[config.mk]
export PLATFORM = sky130hd
export DESIGN_NAME = id_stage_pipe_flat
export DESIGN_NICKNAME = d
export VERILOG_FILES = /design/src/rtl/id_stage_pipe_if.sv /design/src/rtl/id_stage_pipe.sv /design/src/flat_wrapper.sv
export SDC_FILE = /design/constraint.sdc
export NUM_CORES = 1
export LEC_CHECK = 0
export ABC_CLOCK_PERIOD_IN_PS = 36600
export CAP_MARGIN = 20
export CORE_UTILIZATION = 32
export CTS_CLUSTER_SIZE = 14
export DETAILED_ROUTE_END_ITERATION = 16
export DONT_BUFFER_PORTS = 1
export GPL_TIMING_DRIVEN = 0
export PLACE_DENSITY_LB_ADDON = 0.2
export SLEW_MARGIN = 5
export SYNTH_ARGS = -nofsm -noshare
export SYNTH_HDL_FRONTEND = slang
export SYNTH_SLANG_ARGS = --single-unit
[constraint.sdc]
create_clock -name clk -period 36.6 [get_ports clk]
set_input_delay 7.32 -clock clk [delete_from_list [all_inputs] [get_ports clk]]
set_output_delay 7.32 -clock clk [all_outputs]
set_load 0.02 [all_outputs]
[src/rtl/id_stage_pipe_if.sv]
// id_stage_pipe_if: IF->ID, regfile read and ID->EX signals for the decode stage.
//   in_*       : instruction handshake from IF (valid/ready, inst, pc)
//   rs*_r_*    : regfile read enables/addresses out, read data back in the same cycle
//   out_*      : decoded entry handshake towards EX
// Modports: slave is the decode stage, master is the surrounding pipeline.
interface id_stage_pipe_if #(
   parameter int XLEN   = 64,
   parameter int REG_AW = 5
);
   logic              in_valid;
   logic              in_ready;
   logic [31:0]       in_inst;
   logic [XLEN-1:0]   in_pc;
   logic              rs1_r_ena;
   logic [REG_AW-1:0] rs1_r_addr;
   logic              rs2_r_ena;
   logic [REG_AW-1:0] rs2_r_addr;
   logic [XLEN-1:0]   rs1_data;
   logic [XLEN-1:0]   rs2_data;
   logic              out_valid;
   logic              out_ready;
   logic [XLEN-1:0]   out_pc;
   logic [2:0]        out_inst_type;
   logic [4:0]        out_opcode;
   logic [2:0]        out_funct3;
   logic [6:0]        out_funct7;
   logic              out_rd_w_ena;
   logic [REG_AW-1:0] out_rd_w_addr;
   logic [XLEN-1:0]   out_imm;
   logic [XLEN-1:0]   out_op1;
   logic [XLEN-1:0]   out_op2;
   logic              out_illegal;
   modport slave (
      input  in_valid, in_inst, in_pc, rs1_data, rs2_data, out_ready,
      output in_ready, rs1_r_ena, rs1_r_addr, rs2_r_ena, rs2_r_addr,
             out_valid, out_pc, out_inst_type, out_opcode, out_funct3, out_funct7,
             out_rd_w_ena, out_rd_w_addr, out_imm, out_op1, out_op2, out_illegal
   );
   modport master (
      output in_valid, in_inst, in_pc, rs1_data, rs2_data, out_ready,
      input  in_ready, rs1_r_ena, rs1_r_addr, rs2_r_ena, rs2_r_addr,
             out_valid, out_pc, out_inst_type, out_opcode, out_funct3, out_funct7,
             out_rd_w_ena, out_rd_w_addr, out_imm, out_op1, out_op2, out_illegal
   );
endinterface

[src/rtl/id_stage_pipe.sv]
// id_stage_pipe: registered RV64I decode stage with a 2-entry skid buffer between IF and EX.
//   clk, rst : clock, asynchronous active-high reset
//   flush    : drop every buffered entry and the instruction presented this cycle
//   bus      : id_stage_pipe_if.slave (IF handshake, regfile read ports, EX handshake)
// Type codes: 0 none, 1 R, 2 I, 3 S, 4 B, 5 U, 6 J.
// Define ID_ILLEGAL_CHECK_EN to flag unknown opcodes on out_illegal.
module id_stage_pipe #(
   parameter int XLEN   = 64,
   parameter int REG_AW = 5
) (
   input logic          clk,
   input logic          rst,
   input logic          flush,
   id_stage_pipe_if.slave bus
);
   localparam logic [2:0] T_NONE = 3'd0, T_R = 3'd1, T_I = 3'd2, T_S = 3'd3,
                          T_B = 3'd4, T_U = 3'd5, T_J = 3'd6;
   typedef struct packed {
      logic [XLEN-1:0]   pc;
      logic [2:0]        ty;
      logic [4:0]        opc;
      logic [2:0]        f3;
      logic [6:0]        f7;
      logic              we;
      logic [REG_AW-1:0] rd;
      logic [XLEN-1:0]   imm;
      logic [XLEN-1:0]   op1;
      logic [XLEN-1:0]   op2;
      logic              ill;
   } entry_t;
   typedef enum logic [1:0] {EMPTY, ONE, TWO} state_t;
   logic [31:0] inst;
   logic [4:0]  opc;
   logic [2:0]  ty;
   logic        no_rd;
   logic        uses_rs1;
   logic        uses_rs2;
   entry_t      dec, main_q, skid_q;
   state_t      st, nxt;
   logic        rdy, ld_in, ld_skid, mv;
   assign inst = bus.in_inst;
   assign opc  = inst[6:2];
   // Words whose low bits are not 2'b11 are not 32-bit encodings and decode as type 0.
   always_comb begin
      ty    = T_NONE;
      no_rd = 1'b0;
      case (opc)
         5'b01101, 5'b00101:                   ty = T_U;
         5'b11011:                             ty = T_J;
         5'b11001, 5'b00000, 5'b00100, 5'b00110: ty = T_I;
         5'b00011, 5'b11100: begin
            ty    = T_I;
            no_rd = 1'b1;
         end
         5'b11000:                             ty = T_B;
         5'b01000:                             ty = T_S;
         5'b01100, 5'b01110:                   ty = T_R;
         default:                              ty = T_NONE;
      endcase
      if (inst[1:0] != 2'b11)
         ty = T_NONE;
   end
   assign uses_rs1 = (ty == T_R) || (ty == T_I) || (ty == T_S) || (ty == T_B);
   assign uses_rs2 = (ty == T_R) || (ty == T_S) || (ty == T_B);
   always_comb begin
      dec     = '0;
      dec.pc  = bus.in_pc;
      dec.ty  = ty;
      dec.opc = opc;
      dec.f3  = inst[14:12];
      dec.f7  = inst[31:25];
      dec.rd  = inst[11:7];
      dec.we  = ((ty == T_R) || (ty == T_I) || (ty == T_U) || (ty == T_J)) && !no_rd && (inst[11:7] != '0);
      dec.imm = (ty == T_I) ? {{(XLEN-12){inst[31]}}, inst[31:20]} :
                (ty == T_S) ? {{(XLEN-12){inst[31]}}, inst[31:25], inst[11:7]} :
                (ty == T_B) ? {{(XLEN-13){inst[31]}}, inst[31], inst[7], inst[30:25], inst[11:8], 1'b0} :
                (ty == T_U) ? {{(XLEN-32){inst[31]}}, inst[31:12], 12'b0} :
                (ty == T_J) ? {{(XLEN-21){inst[31]}}, inst[31], inst[19:12], inst[20], inst[30:21], 1'b0} :
                '0;
      // LUI is the only U-type with a zero base; AUIPC and JAL both add to pc.
      dec.op1 = uses_rs1 ? bus.rs1_data :
                ((ty == T_U) && (opc == 5'b01101)) ? '0 :
                ((ty == T_U) || (ty == T_J)) ? bus.in_pc : '0;
      dec.op2 = uses_rs2 ? bus.rs2_data :
                ((ty == T_I) || (ty == T_U)) ? dec.imm :
                (ty == T_J) ? XLEN'(4) : '0;
`ifdef ID_ILLEGAL_CHECK_EN
      dec.ill = (ty == T_NONE);
`else
      dec.ill = 1'b0;
`endif
   end
   assign bus.rs1_r_ena  = bus.in_valid && !rst && uses_rs1;
   assign bus.rs2_r_ena  = bus.in_valid && !rst && uses_rs2;
   assign bus.rs1_r_addr = inst[19:15];
   assign bus.rs2_r_addr = inst[24:20];
   // ONE with a simultaneous transfer and pop refills main directly, so EX sees no bubble.
   always_comb begin
      nxt     = st;
      ld_in   = 1'b0;
      ld_skid = 1'b0;
      mv      = 1'b0;
      if (flush)
         nxt = EMPTY;
      else
         case (st)
            EMPTY: if (bus.in_valid && rdy) begin
               nxt   = ONE;
               ld_in = 1'b1;
            end
            ONE: if (bus.in_valid && rdy && !bus.out_ready) begin
               nxt     = TWO;
               ld_skid = 1'b1;
            end else if (bus.in_valid && rdy)
               ld_in = 1'b1;
            else if (bus.out_ready)
               nxt = EMPTY;
            TWO: if (bus.out_ready) begin
               nxt = ONE;
               mv  = 1'b1;
            end
            default: nxt = EMPTY;
         endcase
   end
   always_ff @(posedge clk or posedge rst) begin
      if (rst) begin
         st     <= EMPTY;
         rdy    <= 1'b1;
         main_q <= '0;
         skid_q <= '0;
      end else begin
         st     <= nxt;
         rdy    <= (nxt != TWO);
         main_q <= ld_in ? dec : mv ? skid_q : main_q;
         skid_q <= ld_skid ? dec : skid_q;
      end
   end
   assign bus.in_ready      = rdy;
   assign bus.out_valid     = (st != EMPTY);
   assign bus.out_pc        = main_q.pc;
   assign bus.out_inst_type = main_q.ty;
   assign bus.out_opcode    = main_q.opc;
   assign bus.out_funct3    = main_q.f3;
   assign bus.out_funct7    = main_q.f7;
   assign bus.out_rd_w_ena  = main_q.we;
   assign bus.out_rd_w_addr = main_q.rd;
   assign bus.out_imm       = main_q.imm;
   assign bus.out_op1       = main_q.op1;
   assign bus.out_op2       = main_q.op2;
   assign bus.out_illegal   = main_q.ill;
endmodule

[src/flat_wrapper.sv]
// flat-port wrapper written by rule: the top's interface ports become plain ports
module id_stage_pipe_flat 
#(
   parameter int XLEN   = 64,
   parameter int REG_AW = 5
)
  (clk, rst, flush, bus_in_valid, bus_in_inst, bus_in_pc, bus_rs1_data, bus_rs2_data, bus_out_ready, bus_in_ready, bus_rs1_r_ena, bus_rs1_r_addr, bus_rs2_r_ena, bus_rs2_r_addr, bus_out_valid, bus_out_pc, bus_out_inst_type, bus_out_opcode, bus_out_funct3, bus_out_funct7, bus_out_rd_w_ena, bus_out_rd_w_addr, bus_out_imm, bus_out_op1, bus_out_op2, bus_out_illegal);
  id_stage_pipe_if #(.XLEN(XLEN), .REG_AW(REG_AW)) bus_i ();
  input logic clk;
  input logic rst;
  input logic flush;
  input wire logic [$bits(bus_i.in_valid)-1:0] bus_in_valid;
  input wire logic [$bits(bus_i.in_inst)-1:0] bus_in_inst;
  input wire logic [$bits(bus_i.in_pc)-1:0] bus_in_pc;
  input wire logic [$bits(bus_i.rs1_data)-1:0] bus_rs1_data;
  input wire logic [$bits(bus_i.rs2_data)-1:0] bus_rs2_data;
  input wire logic [$bits(bus_i.out_ready)-1:0] bus_out_ready;
  output wire logic [$bits(bus_i.in_ready)-1:0] bus_in_ready;
  output wire logic [$bits(bus_i.rs1_r_ena)-1:0] bus_rs1_r_ena;
  output wire logic [$bits(bus_i.rs1_r_addr)-1:0] bus_rs1_r_addr;
  output wire logic [$bits(bus_i.rs2_r_ena)-1:0] bus_rs2_r_ena;
  output wire logic [$bits(bus_i.rs2_r_addr)-1:0] bus_rs2_r_addr;
  output wire logic [$bits(bus_i.out_valid)-1:0] bus_out_valid;
  output wire logic [$bits(bus_i.out_pc)-1:0] bus_out_pc;
  output wire logic [$bits(bus_i.out_inst_type)-1:0] bus_out_inst_type;
  output wire logic [$bits(bus_i.out_opcode)-1:0] bus_out_opcode;
  output wire logic [$bits(bus_i.out_funct3)-1:0] bus_out_funct3;
  output wire logic [$bits(bus_i.out_funct7)-1:0] bus_out_funct7;
  output wire logic [$bits(bus_i.out_rd_w_ena)-1:0] bus_out_rd_w_ena;
  output wire logic [$bits(bus_i.out_rd_w_addr)-1:0] bus_out_rd_w_addr;
  output wire logic [$bits(bus_i.out_imm)-1:0] bus_out_imm;
  output wire logic [$bits(bus_i.out_op1)-1:0] bus_out_op1;
  output wire logic [$bits(bus_i.out_op2)-1:0] bus_out_op2;
  output wire logic [$bits(bus_i.out_illegal)-1:0] bus_out_illegal;
  assign bus_i.in_valid = bus_in_valid;
  assign bus_i.in_inst = bus_in_inst;
  assign bus_i.in_pc = bus_in_pc;
  assign bus_i.rs1_data = bus_rs1_data;
  assign bus_i.rs2_data = bus_rs2_data;
  assign bus_i.out_ready = bus_out_ready;
  assign bus_in_ready = bus_i.in_ready;
  assign bus_rs1_r_ena = bus_i.rs1_r_ena;
  assign bus_rs1_r_addr = bus_i.rs1_r_addr;
  assign bus_rs2_r_ena = bus_i.rs2_r_ena;
  assign bus_rs2_r_addr = bus_i.rs2_r_addr;
  assign bus_out_valid = bus_i.out_valid;
  assign bus_out_pc = bus_i.out_pc;
  assign bus_out_inst_type = bus_i.out_inst_type;
  assign bus_out_opcode = bus_i.out_opcode;
  assign bus_out_funct3 = bus_i.out_funct3;
  assign bus_out_funct7 = bus_i.out_funct7;
  assign bus_out_rd_w_ena = bus_i.out_rd_w_ena;
  assign bus_out_rd_w_addr = bus_i.out_rd_w_addr;
  assign bus_out_imm = bus_i.out_imm;
  assign bus_out_op1 = bus_i.out_op1;
  assign bus_out_op2 = bus_i.out_op2;
  assign bus_out_illegal = bus_i.out_illegal;
  id_stage_pipe #(.XLEN(XLEN), .REG_AW(REG_AW)) u_core (.clk(clk), .rst(rst), .flush(flush), .bus(bus_i));
endmodule
==> impl_metrics.toml, run 1 <==
[global_route]
grt_pass1_vias = 18377
grt_start_max_net_pins = 118
grt_pass1_wl_um = 132000
grt_usage_pct = 25.9
gr-total-overflow = 0
antenna_found_initial = 7

[route]
antenna_left = 0
drtPass1Iterations = 5
drt_iter0_drc = 1437
drt_wl_total_um = 91700
post-route-drc-count = 0
via_count = 18650
viasPerCell = 5.60
wl_per_cell_um = 27.6

[pwr]
internal-power_mw = 1.03
swShare_pct = 30.1
p_per_area_mw_per_mm2 = 58.7
power_mw = 1.47
ir_drop_mv = 0.0302
combPwrFrac_pct = 10.5
clock_power_share_pct = 39.0
seqPwrFrac_pct = 50.5
power_switching_mw = 0.441
p_leak_nw = 11.3

[critical_path]
arrival_ns = 11.17
crit_path_frequent_cell = "nor2_1"
cp_slowest_cell = "clkbuf_1"
criticalPathCategory = "input pin to output pin"
reg2reg_depth = 8
critPathMaxStageDelay_ns = 0.86
critical_path.endpoint_type = "output pin"
worst-path-max-fanout = 11
cp_cell_sequence = "buf_2 > or3b_2 > a311oi_1 > a31oi_1 > nor2_1 > ha_1 > nor2_1 > a31oi_2 > clkbuf_1 > and3_1"
start_kind = "input pin"
crit_required_ns = 29.28

[place]
post-dp-hpwl_um = 67700
portBuffers = 0
gp_congestion = 0.912

[yosys]
avgSynthCellArea_um2 = 9.36
synthesis.area_mm2 = 0.0219
synthCells = 2337
ys_warn_count = 0
synth_cell_types = 62
synthFlopType = "dfrtp_1"
synth_seq_cells = 499
synth_edf_count = 0
async_flop_share_pct = 100
seq_area_frac_synth_pct = 57.1
syn_nets = 2570

[sta]
fmax_mhz = 54.1
tns_ns = 0
period_needed_ns = 18.49
skew_ns = 0.0146
slew_headroom_pct = 22.1
hold_violations = 0
finalSetupViolCount = 0
worstMarginPinSlew_ns = 1.17
min_period_over_period_pct = 50.5
grt_setup_unrepaired = "false"
report.final.slew_viol_count = 0

[final_layout]
fill_cells = 6798
final_nets = 2638
fin_util_pct = 37.1
layout-drive-gt1-share_pct = 8.33
synthToLayoutAreaGrowth_pct = 14.4

[floorplanning]
die-width_um = 263
io_pins = 524
core_region_area_mm2 = 0.0674
die_y_um = 263
rows = 95
die-area_mm2 = 0.0694
start_util_pct = 32.5

[cts]
clk_latency_ns = 0.61
cts_hold_buf = 0
ctsResizeCount = 0
cts_tree = "yes"
postCtsSetupRepairBufs = 0
root_buffer = "clkbuf_16"
cts_num_sinks = 499
path_clk_slew_ns = 0.05
clockBufferDepth = 3
numCtsBuffers = 56
htree_levels = 2

[run]
max_cap_viol_count = 0

[min_path]
hp-class = "register to register"
min_path_cells = 2

[status]
status = "completed"
==> power groups by stage <==
stage / clock [mW] / combinational, mW / sequential (mW)
after floorplan: 0 / 0.115 / 0.724
after global placement: 0 / 0.147 / 0.749
after detailed placement: 0 / 0.155 / 0.750
after CTS: 0.582 / 0.156 / 0.741
after global routing: 0.602 / 0.177 / 0.751
final: 0.573 / 0.154 / 0.741
==> synth_stat cells (3+ instances only) <==
cell type / number / area [µm²]
buf_1: 15 / 56.3
mux2i_1: 7 / 70.1
buf_4: 43 / 323
a22oi_2: 38 / 475
buf_6: 8 / 90.1
o31ai_1: 10 / 75.1
o21ai_0: 103 / 515
o22ai_1: 72 / 450
a221oi_1: 10 / 87.6
nor2_1: 155 / 582
nand3_1: 38 / 190
a31oi_1: 13 / 81.3
ha_1: 4 / 50.1
nand2_1: 586 / 2200
a32oi_1: 8 / 70.1
a21oi_1: 156 / 781
nand4_1: 34 / 213
nor2b_1: 3 / 18.8
nand2b_1: 3 / 18.8
dfrtp_1: 498 / 12500
buf_2: 8 / 40.0
o211ai_1: 4 / 30.0
a222oi_1: 3 / 30.0
clkbuf_1: 155 / 582
and3_1: 78 / 488
nor3_1: 3 / 15.0
a22oi_1: 108 / 811
o21ai_1: 122 / 611
inv_1: 12 / 45.0
==> stage by stage <==
stage	hold slack [ns]	setup WS, ns	instances	instance area [µm²]
2_1_floorplan	0.446	10.38	2337	21900
3_5_place_dp	0.463	18.23	3219	23200
6_report	0.474	18.11	3329	25000
4_1_cts	0.476	18.20	3321	25000
5_1_grt	0.487	18.00	3324	25000
3_3_place_gp	0.458	5.71	3210	23000
==> cell families (layout without fill, tap and decap cells) <==
group	count (synthesis)	count (layout)	share of synthesized area (%)
AND/OR/NAND/NOR	920	920	17.8
AO/OA/AOI/OAI	663	663	19.2
flip-flops	499	499	57.1
buffers and inverters	242	354	5.26
multiplexers	7	7	0.320
adder cells (fa/ha/maj)	4	4	0.229
other	1	8	0.0171
XOR/XNOR	1	1	0.0401
==> final cells by class <==
class	count	area [µm²]	share of cell area, %
timing repair buffer	10	191	0.765
antenna	7	17.5	0.0700
sequential	499	12500	49.9
buffer	230	1110	4.43
tap	873	1090	4.37
inverter	12	52.6	0.210
clock inverter	10	134	0.535
multi-input combinational	1596	8240	32.9
clock buffer	92	1690	6.75
==> registers in the layout (all words and copies together) (netlist names) <==
register                  flops
u_core.bus.out_imm           32
u_core.bus.out_funct7         7
u_core.bus.out_rd_w_addr      5
u_core.bus.out_funct3         3
u_core.skid_q               248
u_core.bus.out_op2           64
u_core.bus.out_opcode         5
u_core.bus.out_op1           64
u_core.bus.out_inst_type      3
u_core.bus.out_rd_w_ena       1
u_core.bus.out_pc            64
u_core.st                     2
u_core.bus.in_ready           1
==> routing by layer <==
metal,share of wire (%),GRT usage [%],vias up
li1,-,-,8245
met1,40,32.2,9502
met2,48,42.8,759
met3,9.1,8.54,138
met4,2.5,6.91,6
met5,0.050,0,-
==> worst max-delay path, delay by kind of cell <==
kind	cells	cell delay [ns]
AND/OR/NAND/NOR	4	1.41
buffers and inverters	2	1.02
AO/OA/AOI/OAI	3	1.04
adder cells (fa/ha/maj)	1	0.38
==> layout by cell type (no fill, tap or decap), types with 10 or more instances in the layout <==
cell type	n
and3_1	78
o31ai_1	10
o21ai_1	122
o22ai_1	72
clkbuf_16	57
clkbuf_1	176
nand2_1	586
a221oi_1	10
a31oi_1	13
a21oi_1	156
nand3_1	38
buf_1	15
clkbuf_8	13
buf_4	44
inv_1	11
a22oi_2	38
nor2_1	155
dfrtp_1	498
a22oi_1	108
nand4_1	34
o21ai_0	103
==> final timing paths <==
kind / endpoint / from / slack [ns]
worst max-delay path: bus_rs2_r_ena / bus_in_inst[5] / 18.11
worst min-delay path: u_core.skid_q[231] / u_core.skid_q[231] / 0.47
worst max register to register: u_core.bus.out_op2[59] / u_core.bus.in_ready / 32.56
worst min register to register: u_core.skid_q[231] / u_core.skid_q[231] / 0.47
max in group asynchronous: u_core.bus.out_op2[43] / rst / 28.36
min in group asynchronous: u_core.bus.out_pc[44] / rst / 6.65
No activity file was read; power rests on OpenSTA's default activity.
==> run 2: changes to the inputs <==
- ABC_CLOCK_PERIOD_IN_PS: 36600 -> 18700
- clock period: 36.6 -> 18.7 ns (I/O delays scaled with it)
==> run 2 against run 1 <==
Against the previous run: non-clock buffer count rose by 14; final area rose by 1.0%; power rose by 97%; critical endpoint unchanged; largest power group unchanged; highest routed layer unchanged.
==> impl_metrics.toml, run 2 (synthesis gave the netlist of run 1 again) <==
[cts]
htree_levels = 2
postCtsSetupRepairBufs = 0
path_clk_slew_ns = 0.06
root_buffer = "clkbuf_16"
cts_tree = "yes"
numCtsBuffers = 57
clk_latency_ns = 0.63
clockBufferDepth = 3
cts_num_sinks = 499
ctsResizeCount = 0
cts_hold_buf = 0

[sta]
min_period_over_period_pct = 60.2
slew_headroom_pct = 25.5
finalWorstSetupSlack_ns = 7.45
finalSetupViolCount = 0
hold_violations = 0
worstMarginPinSlew_ns = 1.12
skew_ns = 0.0243
grt_setup_unrepaired = "false"
fmax_mhz = 88.9
period_needed_ns = 11.25
report.final.slew_viol_count = 0
holdWs_ns = 0.475

[critical_path]
crit_buf_inv = 2
critical_path.endpoint_type = "output pin"
criticalPathCategory = "input pin to output pin"
cp_cell_sequence = "buf_2 > or3b_2 > a311oi_1 > a31oi_1 > nor2_1 > ha_1 > nor2_1 > a31oi_2 > clkbuf_1 > and3_1"
start_kind = "input pin"
critPathMaxStageDelay_ns = 0.87
cp_slowest_cell = "clkbuf_1"
arrival_ns = 7.51
crit_required_ns = 14.96
worst-path-max-fanout = 10
crit_family = "simple AND/OR/NAND/NOR gates"
crit_cells = 10
crit_path_frequent_cell = "nor2_1"
reg2reg_depth = 10

[place]
post-place-ws_ns = 7.57
gp_congestion = 0.894
placed_area_mm2 = 0.0234
post-dp-hpwl_um = 68300
portBuffers = 0

[final_layout]
final_common_cell = "nand2_1"
layout_common_cells = "nand2_1 (586), dfrtp_1 (498), clkbuf_1 (166)"
synthToLayoutAreaGrowth_pct = 15.5
final_nets = 2653
regMostFlops = "u_core.skid_q"
largest_reg_flops = 248
layout-drive-gt1-share_pct = 9.22
fin_area_mm2 = 0.0253

[global_route]
grt_usage_pct = 26.0
grt_pass1_vias = 18566
antenna_found_initial = 5
grt_start_max_net_pins = 41
grt_pass1_wl_um = 133000
gr-total-overflow = 0

[floorplanning]
rows = 95
die_y_um = 263
io_pins = 524
core_region_area_mm2 = 0.0674
die-area_mm2 = 0.0694
die-width_um = 263
start_util_pct = 32.5

[route]
drt_wl_total_um = 91000
antenna_left = 0
drtPass1Iterations = 5
post-route-drc-count = 0
drt_iter0_drc = 1560
via_count = 18643
viasPerCell = 5.59
wl_per_cell_um = 27.3

[run]
max_cap_viol_count = 0

[pwr]
ir_drop_mv = 0.0610
power_mw = 2.90
p_leak_nw = 11.4
p_per_area_mw_per_mm2 = 115

[min_path]
hp-class = "register to register"
min_path_cells = 2

[status]
status = "completed"
==> run 2: metrics by stage <==
stage / setup TNS (ns) / instances / util (%)
after detailed placement: 0 / 3232 / 34.7
after floorplan: 0 / 2337 / -
after global routing: 0 / 3335 / 37.5
final: 0 / 3336 / 37.5
after global placement: -1.72 / 3210 / 34.1
after CTS: 0 / 3333 / 37.5
==> run 2: tightest hold or removal path: cells and delay by family, from the launching register on <==
kind,cells,cell delay (ns)
DFF,1,0.34
and+or+nand+nor,2,0.10
==> run 2: final timing paths <==
check / to / slack (ns) / startpoint
worst max-delay path: bus_rs2_r_ena / 7.45 / bus_in_inst[5]
worst min-delay path: u_core.skid_q[208] / 0.47 / u_core.skid_q[208]
worst max register to register: u_core.bus.out_pc[11] / 14.81 / u_core.bus.in_ready
worst min register to register: u_core.skid_q[208] / 0.47 / u_core.skid_q[208]
max in group asynchronous: u_core.skid_q[230] / 14.13 / rst
min in group asynchronous: u_core.bus.out_pc[45] / 2.97 / rst
==> run 2: area by class of cell <==
cell class	count	area (µm²)
Antenna cell	1	2.50
Buffer	230	1110
Clock buffer	82	1650
Clock inverter	19	233
Fill cell	6714	42100
Inverter	12	48.8
Multi-Input combinational cell	1596	8230
Sequential cell	499	12500
Tap cell	873	1090
Timing Repair Buffer	24	415
==> run 2: routing by layer <==
layer  wire, µm  GRT usage, %  part of all wire [%]
met1      36400          32.2                    40
met2      43900          43.2                    48
met4       2030          6.48                   2.2
met5         54             0                 0.059
met3       8610          8.85                   9.5
==> run 2: power breakdown <==
part / internal, mW / switching [mW] / total [mW]
Sequential: 1.25 / 0.203 / 1.45
Clock: 0.666 / 0.476 / 1.14
Combinational: 0.115 / 0.192 / 0.306
Total: 2.03 / 0.871 / 2.90
==> run 3: changes to the inputs <==
- ABC_CLOCK_PERIOD_IN_PS: 18700 -> 10700
- clock period: 18.7 -> 10.7 ns (I/O delays scaled with it)
==> run 3 against run 2 <==
Against the previous run: critical endpoint unchanged; sequential power increased by 75%; via count rose by 0.51%; combinational power is 76% higher; highest routed layer unchanged; core utilization is 0.050 points higher; critical path depth is the same; flip-flop and latch count did not move; largest cell class unchanged; die area did not move.
==> impl_metrics.toml, run 3 (synthesis gave the netlist of run 1 again) <==
[cts]
path_clk_slew_ns = 0.06
ctsResizeCount = 0
postCtsSetupRepairBufs = 0
cts_tree = "yes"
numCtsBuffers = 57
htree_levels = 2
clk_latency_ns = 0.62
root_buffer = "clkbuf_16"
cts_num_sinks = 499
clockBufferDepth = 3
cts_hold_buf = 0

[route]
drt_wl_total_um = 91400
drt_iter0_drc = 1694
via_count = 18739
viasPerCell = 5.61
post-route-drc-count = 0
drtPass1Iterations = 5
antenna_left = 0
wl_per_cell_um = 27.3

[critical_path]
crit_family = "simple AND/OR/NAND/NOR gates"
crit_buf_inv = 2
criticalPathCategory = "input pin to output pin"
arrival_ns = 5.66
start_kind = "input pin"
cp_slowest_cell = "a31oi_2"
crit_required_ns = 8.56
cp_cell_sequence = "buf_2 > or3b_2 > a311oi_1 > a31oi_1 > nor2_1 > ha_1 > nor2_1 > a31oi_2 > clkbuf_1 > and3_2"
worst-path-max-fanout = 10
critical_path.endpoint_type = "output pin"
crit_path_frequent_cell = "nor2_1"
reg2reg_slack_ns = 6.85
critPathMaxStageDelay_ns = 0.84

[pwr]
p_per_area_mw_per_mm2 = 199
swShare_pct = 30.2
internal-power_mw = 3.51
ir_drop_mv = 0.121
clock_power_share_pct = 39.0
seqPwrFrac_pct = 50.3
combPwrFrac_pct = 10.7
p_leak_nw = 11.4
power_switching_mw = 1.52

[sta]
fmax_mhz = 128
period_needed_ns = 7.80
slew_headroom_pct = 24.9
holdWs_ns = 0.475
grt_setup_unrepaired = "false"
worstMarginPinSlew_ns = 1.13
report.final.slew_viol_count = 0
min_period_over_period_pct = 72.9
skew_ns = 0.0182
finalSetupViolCount = 0
hold_violations = 0
finalWorstSetupSlack_ns = 2.90

[floorplanning]
die-area_mm2 = 0.0694
start_util_pct = 32.5
core_region_area_mm2 = 0.0674
die-width_um = 263
rows = 95
die_y_um = 263
io_pins = 524

[place]
post-dp-hpwl_um = 68500
gp_congestion = 0.891
post-place-ws_ns = 2.92
portBuffers = 0

[final_layout]
multi_input_area_mm2 = 0.00825
layout_common_cells = "nand2_1 (586), dfrtp_1 (498), clkbuf_1 (168)"
regMostFlops = "u_core.skid_q"
layout-drive-gt1-share_pct = 9.44
fill_cells = 6760
final_common_cell = "nand2_1"
seqCellArea_mm2 = 0.0125
synthToLayoutAreaGrowth_pct = 15.7
final_nets = 2653
largest_reg_flops = 248

[global_route]
antenna_found_initial = 10
grt_pass1_vias = 18401
grt_start_max_net_pins = 42
grt_pass1_wl_um = 132000
grt_usage_pct = 25.8
gr-total-overflow = 0

[status]
status = "completed"

[run]
max_cap_viol_count = 0

[min_path]
hp-class = "register to register"
-- run 3: worst paths after layout --
| path | from | to | depth (start not counted) |
|---|---|---|---|
| max | bus_in_inst[5] | bus_rs2_r_ena | 10 |
| min | u_core.skid_q[217] | u_core.bus.out_pc[0] | 2 |
| max reg2reg | u_core.st[1] | u_core.bus.out_rd_w_addr[3] | 9 |
| min reg2reg | u_core.skid_q[217] | u_core.bus.out_pc[0] | 2 |
| max in group asynchronous | rst | u_core.skid_q[17] | 6 |
| min in group asynchronous | rst | u_core.skid_q[85] | 1 |
-- run 3: metal layers --
| layer | track usage (%) | wire, µm | part of all wire (%) |
|---|---|---|---|
| met3 | 8.84 | 9070 | 9.9 |
| met2 | 42.3 | 43300 | 47 |
| met4 | 7.87 | 2710 | 3.0 |
| met5 | 0 | 28 | 0.031 |
| met1 | 32.0 | 36300 | 40 |
-- run 3: power groups by stage --
stage                     clock network [mW]  registers [mW]  logic (mW)
after global placement                     0            2.57       0.503
after global routing                    2.08            2.57       0.614
after floorplan                            0            2.48       0.394
after detailed placement                   0            2.57       0.537
final                                   1.96            2.54       0.538
after CTS                               2.01            2.54       0.539
-- run 3: worst min-delay path, stage by stage (launching register included) --
cell,delay [ns]
dfrtp_1,0.34
a22oi_1,0.07
nand2_1,0.05
-- run 3: metrics by stage --
| step | total power [mW] | utilization, % | std cells | cell area, µm² | setup TNS (ns) |
|---|---|---|---|---|---|
| 6_report | 5.04 | 37.5 | 3342 | 25300 | 0 |
| 5_1_grt | 5.26 | 37.5 | 3341 | 25300 | 0 |
| 4_1_cts | 5.09 | 37.5 | 3338 | 25300 | 0 |
| 3_5_place_dp | 3.11 | 34.7 | 3232 | 23400 | 0 |
| 3_3_place_gp | 3.07 | 34.1 | 3210 | 23000 | -588.01 |
| 2_1_floorplan | 2.87 | - | 2337 | 21900 | -4.28 |
-- run 3: layout make-up --
cell class	count	area share [%]
Antenna cell	2	0.0198
Buffer	230	4.37
Clock buffer	85	6.65
Clock inverter	21	0.766
Inverter	12	0.193
Multi-Input combinational cell	1596	32.6
Sequential cell	499	49.4
Tap cell	873	4.32
Timing Repair Buffer	24	1.73
